[config.mk]
export PLATFORM = sky130hd
export DESIGN_NAME = wb_port_arbiter
export DESIGN_NICKNAME = d
export VERILOG_FILES = /design/src/rtl/rv_pipe_pkg.sv /design/src/rtl/wb_pending_fifo.sv /design/src/rtl/wb_port_arbiter.sv
export SDC_FILE = /design/constraint.sdc
export NUM_CORES = 1
export LEC_CHECK = 0
export CAP_MARGIN = 20
export CORE_MARGIN = 3
export CORE_UTILIZATION = 30
export CTS_BUF_LIST = sky130_fd_sc_hd__clkbuf_4
export DETAILED_ROUTE_END_ITERATION = 16
export PLACE_DENSITY = 0.57
export SYNTH_ARGS = -nofsm -noshare
export SYNTH_HDL_FRONTEND = slang
export SYNTH_SLANG_ARGS = --single-unit
[constraint.sdc]
create_clock -name clk -period 3.8 [get_ports clk]
set_input_delay 0.76 -clock clk [delete_from_list [all_inputs] [get_ports clk]]
set_output_delay 0.76 -clock clk [all_outputs]
set_load 0.03 [all_outputs]
[src/rtl/rv_pipe_pkg.sv]
// ---------------------------------------------------------------------------
// rv_pipe_pkg
// Shared definitions for the register-file write-port arbiter:
//   - default widths/sizes for data, register index, buffer depth and the
//     age threshold that forces a write-back bubble
//   - the pending-write entry record (valid, reg, data, age)
//   - a saturating increment helper for the entry age counter
// ---------------------------------------------------------------------------
package rv_pipe_pkg;

    localparam int DEF_WORD_SIZE = 32;
    localparam int DEF_REG_SIZE  = 5;
    localparam int DEF_DEPTH     = 2;
    localparam int DEF_AGE_LIMIT = 4;

    // Wide enough to represent AGE_LIMIT itself, so "age >= AGE_LIMIT" is
    // reachable before the counter saturates.
    localparam int AGE_W = $clog2(DEF_AGE_LIMIT + 1);

    typedef struct packed {
        logic                     valid;
        logic [DEF_REG_SIZE-1:0]  reg_idx;
        logic [DEF_WORD_SIZE-1:0] data;
        logic [AGE_W-1:0]         age;
    } wb_entry_t;

    function automatic logic [AGE_W-1:0] age_inc(input logic [AGE_W-1:0] age);
        return (&age) ? age : age + 1'b1;
    endfunction

endpackage

[src/rtl/wb_pending_fifo.sv]
// ---------------------------------------------------------------------------
// wb_pending_fifo
// In-order buffer of MDU results waiting for the register-file write port.
// Entries whose register is overwritten by a pipeline write are invalidated
// in place; invalid entries at the head or tail are squeezed out on the same
// clock edge, so the head slot is always valid whenever count != 0 and no
// port cycle is ever spent on a dead entry.
//
// Ports
//   clk, reset_n          clock, asynchronous active-low reset
//   push/push_reg/push_data  append a new entry at the tail (age 0)
//   pop                   retire the head entry (head must be valid)
//   inv/inv_reg           invalidate every buffered entry targeting inv_reg
//   head                  oldest entry
//   slots                 raw storage, used by the owner to build masks
//   count                 occupied slots
// ---------------------------------------------------------------------------
module wb_pending_fifo
    import rv_pipe_pkg::*;
#(
    parameter  int DEPTH = DEF_DEPTH,
    localparam int CNT_W = $clog2(DEPTH + 1)
) (
    input  logic                     clk,
    input  logic                     reset_n,
    input  logic                     push,
    input  logic [DEF_REG_SIZE-1:0]  push_reg,
    input  logic [DEF_WORD_SIZE-1:0] push_data,
    input  logic                     pop,
    input  logic                     inv,
    input  logic [DEF_REG_SIZE-1:0]  inv_reg,
    output wb_entry_t                head,
    output wb_entry_t [DEPTH-1:0]    slots,
    output logic [CNT_W-1:0]         count
);

    localparam int PTR_W = (DEPTH > 1) ? $clog2(DEPTH) : 1;

    wb_entry_t [DEPTH-1:0] mem, mem_n;
    logic [PTR_W-1:0]      rd_ptr, wr_ptr, rd_n, wr_n;
    logic [CNT_W-1:0]      cnt, cnt_n;

    function automatic logic [PTR_W-1:0] ptr_inc(input logic [PTR_W-1:0] p);
        return (p == PTR_W'(DEPTH - 1)) ? '0 : p + 1'b1;
    endfunction

    function automatic logic [PTR_W-1:0] ptr_dec(input logic [PTR_W-1:0] p);
        return (p == '0) ? PTR_W'(DEPTH - 1) : p - 1'b1;
    endfunction

    always_comb begin
        // NOTE: every variable gets its hold value first so no path through
        // this block leaves one unassigned, which would infer a latch.
        mem_n = mem;
        rd_n  = rd_ptr;
        wr_n  = wr_ptr;
        cnt_n = cnt;

        // Age live entries; an overwritten register kills its entry.
        for (int i = 0; i < DEPTH; i++) begin
            if (mem[i].valid) begin
                if (inv && (mem[i].reg_idx == inv_reg)) begin
                    mem_n[i].valid = 1'b0;
                end else begin
                    mem_n[i].age = age_inc(mem[i].age);
                end
            end
        end

        if (pop) begin
            mem_n[rd_ptr].valid = 1'b0;
        end

        // Existing entries only: a result arriving this cycle is not yet
        // buffered, so a same-cycle pipeline write does not kill it.
        if (push) begin
            mem_n[wr_ptr] = '{valid: 1'b1, reg_idx: push_reg, data: push_data, age: '0};
            wr_n          = ptr_inc(wr_ptr);
            cnt_n         = cnt + 1'b1;
        end

        // Squeeze dead slots off both ends so occupancy tracks live entries.
        for (int i = 0; i < DEPTH; i++) begin
            if ((cnt_n != '0) && !mem_n[rd_n].valid) begin
                rd_n  = ptr_inc(rd_n);
                cnt_n = cnt_n - 1'b1;
            end
        end
        for (int i = 0; i < DEPTH; i++) begin
            if ((cnt_n != '0) && !mem_n[ptr_dec(wr_n)].valid) begin
                wr_n  = ptr_dec(wr_n);
                cnt_n = cnt_n - 1'b1;
            end
        end
    end

    // NOTE: state registers use non-blocking assignments so every flop
    // samples the pre-edge values, independent of statement order.
    always_ff @(posedge clk or negedge reset_n) begin
        if (!reset_n) begin
            // NOTE: the storage is reset here because a handful of entries
            // must come up invalid with zero age; large data arrays would
            // normally reset only their valid bits.
            mem    <= '0;
            rd_ptr <= '0;
            wr_ptr <= '0;
            cnt    <= '0;
        end else begin
            mem    <= mem_n;
            rd_ptr <= rd_n;
            wr_ptr <= wr_n;
            cnt    <= cnt_n;
        end
    end

    assign head  = mem[rd_ptr];
    assign slots = mem;
    assign count = cnt;

endmodule

[src/rtl/wb_port_arbiter.sv]
// ---------------------------------------------------------------------------
// wb_port_arbiter
// Shares the single register-file write port between the pipeline write-back
// stage (always wins, never stalled) and a multi-cycle unit whose results are
// parked in a small in-order buffer until the port is free.
//
// Ports
//   clk, reset_n                         clock, asynchronous active-low reset
//   WbRegWrite/WbWriteReg/WbWriteData    pipeline write-back request
//   MduValid/MduReg/MduData, MduReady    MDU result handshake
//   RegWrite/WriteReg/WriteData          registered register-file write port
//   StallReq                             ask hazard unit for a WB bubble
//   PendingMask                          registers with a buffered write
// ---------------------------------------------------------------------------
module wb_port_arbiter
    import rv_pipe_pkg::*;
#(
    parameter int word_size = DEF_WORD_SIZE,
    parameter int reg_size  = DEF_REG_SIZE,
    parameter int DEPTH     = DEF_DEPTH,
    parameter int AGE_LIMIT = DEF_AGE_LIMIT
) (
    input  logic                   clk,
    input  logic                   reset_n,
    input  logic                   WbRegWrite,
    input  logic [reg_size-1:0]    WbWriteReg,
    input  logic [word_size-1:0]   WbWriteData,
    input  logic                   MduValid,
    input  logic [reg_size-1:0]    MduReg,
    input  logic [word_size-1:0]   MduData,
    output logic                   MduReady,
    output logic                   RegWrite,
    output logic [reg_size-1:0]    WriteReg,
    output logic [word_size-1:0]   WriteData,
    output logic                   StallReq,
    output logic [2**reg_size-1:0] PendingMask
);

    localparam int CNT_W = $clog2(DEPTH + 1);

    wb_entry_t             head;
    wb_entry_t [DEPTH-1:0] slots;
    logic [CNT_W-1:0]      count;

    logic wb_req;
    logic head_valid;
    logic drain;
    logic push;
    logic full;

    // Register 0 is hard-wired; a write to it is no request at all.
    assign wb_req     = WbRegWrite && (WbWriteReg != '0);
    assign head_valid = (count != '0) && head.valid;
    assign drain      = !wb_req && head_valid;

    // Readiness comes from the registered count only, so an accepted result
    // is never visible at the head in its own cycle (no input-to-port path).
    assign full     = (count == CNT_W'(DEPTH));
    assign MduReady = !full;
    // A result for register 0 completes the handshake but is dropped.
    assign push     = MduValid && MduReady && (MduReg != '0);

    assign StallReq = (head_valid && (head.age >= AGE_W'(AGE_LIMIT))) ||
                      (full && MduValid);

    wb_pending_fifo #(
        .DEPTH (DEPTH)
    ) u_fifo (
        .clk       (clk),
        .reset_n   (reset_n),
        .push      (push),
        .push_reg  (MduReg),
        .push_data (MduData),
        .pop       (drain),
        .inv       (wb_req),
        .inv_reg   (WbWriteReg),
        .head      (head),
        .slots     (slots),
        .count     (count)
    );

    always_comb begin
        PendingMask = '0;
        for (int i = 0; i < DEPTH; i++) begin
            if (slots[i].valid) begin
                PendingMask[slots[i].reg_idx] = 1'b1;
            end
        end
    end

    always_ff @(posedge clk or negedge reset_n) begin
        if (!reset_n) begin
            RegWrite  <= 1'b0;
            WriteReg  <= '0;
            WriteData <= '0;
        end else begin
            RegWrite <= wb_req || drain;
            if (wb_req) begin
                WriteReg  <= WbWriteReg;
                WriteData <= WbWriteData;
            end else if (drain) begin
                WriteReg  <= head.reg_idx;
                WriteData <= head.data;
            end
        end
    end

endmodule

==> results.cfg, run 1 <==
[sta]
hold_viol = 0
worstMarginPinSlew_ns = 1.05
finalCriticalPeriod_ns = 3.76
whs_ns = 0.263
slew_headroom_pct = 30.3
fin_crit_sh_pct = 99.0
fin_worst_skew_ns = 0.0143
finalMaxSlewViolations = 0
finalWorstSetupSlack_ns = 0.0377
clock.fmax_mhz = 266
setup_viol = 0
tns_ns = 0

[yosys]
syn_area_um2 = 6230
synth_top_area_cell = dfrtp_1
synthArstFlopShare_pct = 100
syn_avg_cell_area_um2 = 11.0
ys_types = 49
synth_edf_count = 0
syn_inst = 567
synth_area_leaders = dfrtp_1 (50%), mux2_2 (13%), a221o_1 (5.8%)
synth_flop_cell = dfrtp_1
syn-num-nets = 654
synth-seq-cells = 124
yosys_warnings = 0
ys_seq_area_share_pct = 49.8
synth.top_cell.area_share_pct = 49.8

[final_layout]
n_antenna_cell = 0
final_cell_mix = clkdlybuf4s50_1 (143), dfrtp_1 (124), mux2_2 (74)
syn_to_final_growth_pct = 42.0
layout_commonest_cell = clkdlybuf4s50_1
nets = 841
drive_gt1_share_pct = 26.6
num-fill-cells = 1931

[drt]
postRouteAntennaNets = 0
drcViolationCount = 0
drt_wl_total_mm = 18.9
wl_per_cell_um = 18.2
first_pass_iters = 4
drt_first_iter_violations = 196
num_vias = 5353
viasPerCell = 5.17

[die]
rows = 52
core_um2 = 20300
initial_utilization_pct = 30.7
fp.dieW_um = 150
fp.dieArea_um2 = 22500
io_pins = 150
die_h_um = 150

[grt]
grt.overflow.total = 0
grt_pass1_wl_mm = 29.7
grt_max_degree = 72
antenna_found_initial = 0
grt_usage_pct = 16.7
grt_pass1_vias = 5693

[power_and_ir_drop]
power_w = 0.00895
leakagePower_nw = 3.65
cellPowerDensity_nw_per_um2 = 1010
vdd_ir_drop_max_uv = 418

[clocking]
root_buffer = clkbuf_4
path_clk_slew_ns = 0.11
htree_levels = 4
cts_buffers = 17
clock-sinks = 124
cts_tree = built
clockBufferDepth = 2
clk_latency_ns = 0.53

[placement]
routabilityCongestion = 0.820
portBuffers = 149
dp_hpwl_mm = 12.9
place_ws_ns = -0.855

[critical_path]
crit_type = in2reg
r2r_slack_ns = 0.29
worst_path_max_delay_cell = or4_4
crit_required_ns = 4.22
start_kind = input port
endpoint_kind = register
crit_path_max_incr_delay_ns = 0.58
crit_arrival_ns = 4.18
cp_max_fo = 5
path_cells = clkdlybuf4s50_1, or4_4, o21a_4, nor3_4, buf_6, o211ai_1, o41ai_2, mux2i_1, nand2_1, ha_2, a21o_4, xnor2_2, ha_4, buf_4, o31a_1

[hold_path]
hp-class = in2async

[status]
status = finished, final reports clean

[run]
cap_violations = 0
[critical path: cells and delay by family]
kind / cells / cell delay [ns]
and+or+nand+nor: 3 / 0.93
muxes: 1 / 0.30
adders and majority gates: 2 / 0.37
AOI/OAI and AO/OA: 5 / 0.96
xor gates and xnor gates: 1 / 0.17
buffers and inverters: 3 / 0.70
[worst paths after layout]
path / startpoint / endpoint / cells past startpoint
worst max-delay path: WbWriteReg[2] / u_fifo.wr_ptr / 15
min in group clk: register / WriteData[24] / 1
worst min-delay path: reset_n / async pin / 1
worst min register to register: register / WriteData[24] / 1
max in group asynchronous: reset_n / async pin / 2
worst max register to register: u_fifo.count[1] / u_fifo.wr_ptr / 15
[kinds of logic (layout without fill, tap and decap cells)]
| group | count (synthesis) | count (layout) | synth area share [%] |
|---|---|---|---|
| AOI/OAI and AO/OA | 140 | 140 | 16.2 |
| and+or+nand+nor | 139 | 139 | 11.5 |
| DFF | 124 | 124 | 49.8 |
| muxes | 83 | 83 | 14.8 |
| buffers and inverters | 57 | 256 | 3.70 |
| xor gates and xnor gates | 15 | 15 | 2.11 |
| adders and majority gates | 9 | 9 | 1.81 |
[power breakdown]
group          switching, W  internal [W]
Combinational       0.00290       0.00273
Clock              0.000472      0.000395
Sequential         0.000449       0.00200
Total               0.00382       0.00513
[final cells by class]
cell class                      instances  area, µm²  share of cell area (%)
Timing Repair Buffer                  215       2010                    22.8
Multi-Input combinational cell        386       3100                    35.0
Inverter                               10       37.5                   0.425
Tap cell                              270        338                    3.82
Clock buffer                           20        150                    1.70
Clock inverter                         11        103                    1.16
Sequential cell                       124       3100                    35.1
[Yosys cell counts (5+ instances only)]
cell / number
dfrtp_1: 124
mux2_2: 74
a21oi_1: 44
clkbuf_1: 42
nor2_1: 41
a221o_1: 36
o22ai_1: 32
nand2_1: 30
and3_1: 23
nand3_1: 19
nand3b_1: 10
xnor2_1: 10
ha_1: 9
mux2i_1: 9
inv_1: 8
or3b_2: 5
xor2_1: 5
[stage by stage]
stage               cell area (µm²)  std cells  util, %
floorplan                      6310        567        -
global placement               8360        992     41.2
detailed placement             8360        992     41.2
CTS                            8720       1030     42.9
global route                   8840       1036     43.6
finish                         8840       1036     43.6
[layer usage]
layer	vias up	part of all wire [%]	GRT usage (%)
li1	2492	-	-
met2	151	49	28.2
met1	2686	44	20.6
met5	-	0	0
met3	24	6.1	5.27
met4	0	1.6	4.57
[what timing repair did]
item / 4_1_cts / 5_1_grt
setup endpoints to repair: 3 / 3
resized for setup: 13 / 11
buffers inserted: 7 / 5
hold buffers: 0 / 0
pin swaps: 10 / 9
(Power assumes the default switching activity.)
==> run 2, diff against run 1 <==
--- a/config.mk
+++ b/config.mk
@@ -8,9 +8,10 @@
 export CAP_MARGIN = 20
 export CORE_MARGIN = 3
 export CORE_UTILIZATION = 30
-export CTS_BUF_LIST = sky130_fd_sc_hd__clkbuf_4
+export CTS_BUF_LIST = sky130_fd_sc_hd__clkbuf_8
 export DETAILED_ROUTE_END_ITERATION = 16
-export PLACE_DENSITY = 0.57
+export MAX_ROUTING_LAYER = met4
+export PLACE_DENSITY = 0.55
 export SYNTH_ARGS = -nofsm -noshare
 export SYNTH_HDL_FRONTEND = slang
 export SYNTH_SLANG_ARGS = --single-unit
==> constraint.sdc (replaced) <==
create_clock -name clk -period 4.4 [get_ports clk]
set_input_delay 0.88 -clock clk [delete_from_list [all_inputs] [get_ports clk]]
set_output_delay 0.88 -clock clk [all_outputs]
set_load 0.03 [all_outputs]
==> run 2 against run 1 <==
Compared with the run above:
- combinational power down 22%
- first-iteration DRC count up 43%
- core utilization down 0.51 points
- routed wire length up 1.9%
- critical path type unchanged
- critical endpoint unchanged
==> results.cfg, run 2 (synthesis gave the netlist of run 1 again) <==
[final_layout]
multi_input_area_um2 = 3010
num-fill-cells = 1939
final_cell_mix = clkdlybuf4s50_1 (148), dfrtp_1 (124), mux2_2 (74)
n_antenna_cell = 0
drive_gt1_share_pct = 24.3
nets = 824
design_area_um2 = 8740
layout_commonest_cell = clkdlybuf4s50_1
syn_to_final_growth_pct = 40.3
regArea_um2 = 3100

[drt]
drcViolationCount = 0
wl_per_cell_um = 18.9
postRouteAntennaNets = 0
viasPerCell = 5.29
num_vias = 5397
first_pass_iters = 5
drt_first_iter_violations = 280
drt_wl_total_mm = 19.2

[critical_path]
critPathBufInv = 2
endpoint_kind = register
start_kind = input port
timing.rr.start = u_fifo.count[0]
crit_arrival_ns = 4.54
path_delay_family = compound AO/OA/AOI/OAI gates
r2r_cells = 17
path_depth = 18
crit_path_frequent_cell = ha_2
r2r_slack_ns = 0.61
crit_required_ns = 4.71
crit_type = in2reg
worst_path_max_delay_cell = clkdlybuf4s50_1
crit_path_max_incr_delay_ns = 0.42
r2r-end = u_fifo.wr_ptr
cp_max_fo = 4
path_cells = clkdlybuf4s50_1, or3_1, o311a_4, xnor2_2, inv_2, ha_4, nor4_4, a21oi_1, o21ai_0, a211oi_2, ha_2, a21o_1, nor2_1, a31oi_2, ha_2, o31ai_1, a22oi_1, o31a_1

[die]
io_pins = 150
initial_utilization_pct = 30.7
fp.dieArea_um2 = 22500
die_h_um = 150
core_um2 = 20300
fp.dieW_um = 150
rows = 52

[sta]
finalMaxSlewViolations = 0
fin_crit_sh_pct = 96.1
finalCriticalPeriod_ns = 4.23
finalWorstSetupSlack_ns = 0.171
slew_headroom_pct = 49.6
clock.fmax_mhz = 236
fin_worst_skew_ns = 0.0140
setup_viol = 0
hold_viol = 0
worstMarginPinSlew_ns = 0.756

[grt]
grt_usage_pct = 17.3
grt_pass1_wl_mm = 29.9
grt.overflow.total = 0
grt-busiest-layer = met2
antenna_found_initial = 0
grt_max_degree = 69
grt_pass1_vias = 5648
use_met3_pct = 3.61
grtUsageMet2_pct = 27.1
grtUsageMet1_pct = 22.5

[power_and_ir_drop]
p_clk_share_pct = 12.5
cellPowerDensity_nw_per_um2 = 858
leakagePower_nw = 3.58
swShare_pct = 43.1
p_seq_share_pct = 29.1
combPwrFrac_pct = 58.3
vdd_ir_drop_max_uv = 356
p_int_w = 0.00427
switching_power_w = 0.00324

[clocking]
cts_buffers = 17
path_clk_slew_ns = 0.08
root_buffer = clkbuf_8
htree_levels = 4
cts_tree = built
clk_latency_ns = 0.44
clockBufferDepth = 2
clock-sinks = 124

[run]
cap_violations = 0

[hold_path]
min_to = WriteData[22]
hold_depth = 1
hp-class = reg2reg

[status]
status = finished, final reports clean

[placement]
place_ws_ns = -0.395
routabilityCongestion = 0.904
dp_hpwl_mm = 13.2
place_area_um2 = 8300
portBuffers = 149
==> run 2: cell types whose count changed in the layout (fill, tap and decap cells not counted), sizes merged <==
cell           change
inv                +2
bufinv             -1
clkdlybuf4s50      +5
dlymetal6s2s       -1
clkinv             -2
dlygate4sd2        -3
buf               -18
clkinvlp           +2
==> run 2: how the worst max path moves through the flow <==
stage,startpoint,to,slack [ns]
final,MduReg[4],u_fifo.wr_ptr,0.17
after detailed placement,MduReg[4],u_fifo.wr_ptr,-0.39
after CTS,MduReg[4],u_fifo.wr_ptr,0.06
after global placement,MduReg[4],u_fifo.wr_ptr,-0.28
after global routing,MduReg[4],u_fifo.wr_ptr,-0.003
after floorplan,MduReg[4],u_fifo.wr_ptr,0.04
==> run 2: through the flow <==
step	instances	util, %	setup TNS [ns]	hold slack [ns]	total power (W)
finish	1020	43.1	0	0.495	0.00750
global route	1020	43.1	-0.00256	0.514	0.00802
CTS	1019	42.7	0	0.504	0.00742
detailed placement	987	40.9	-0.909	0.489	0.00645
global placement	987	40.9	-0.609	0.482	0.00633
floorplan	567	-	0	0.473	0.00480
==> run 2: layout make-up <==
cell class / instances / area share, %
clock buffer: 20 / 3.15
clock inverter: 12 / 1.10
inverter: 10 / 0.429
multi-input combinational: 386 / 34.4
sequential: 124 / 35.5
tap: 270 / 3.87
timing repair buffer: 198 / 21.5
==> run 2: per-layer routing <==
metal | share of wire, % | up-vias | wire (µm)
li1 | - | 2449 | -
met1 | 46 | 2705 | 8900
met2 | 46 | 214 | 8930
met3 | 5.6 | 29 | 1090
met4 | 1.7 | 0 | 320
met5 | 0 | - | 0
==> run 2: power groups by stage <==
stage	clock, W	combinational (W)	sequential (W)
after floorplan	0	0.00246	0.00234
after global placement	0	0.00417	0.00217
after detailed placement	0	0.00426	0.00220
after CTS	0.000976	0.00427	0.00218
after global routing	0.00102	0.00473	0.00227
final	0.000940	0.00438	0.00218
==> run 2: what timing repair did <==
action                                 in CTS  in global routing
setup endpoints to repair                   0                  2
gates resized for setup                     0                  9
endpoints found under the hold margin       0                  0
buffers inserted                            0                  1
hold buffers                                0                  0
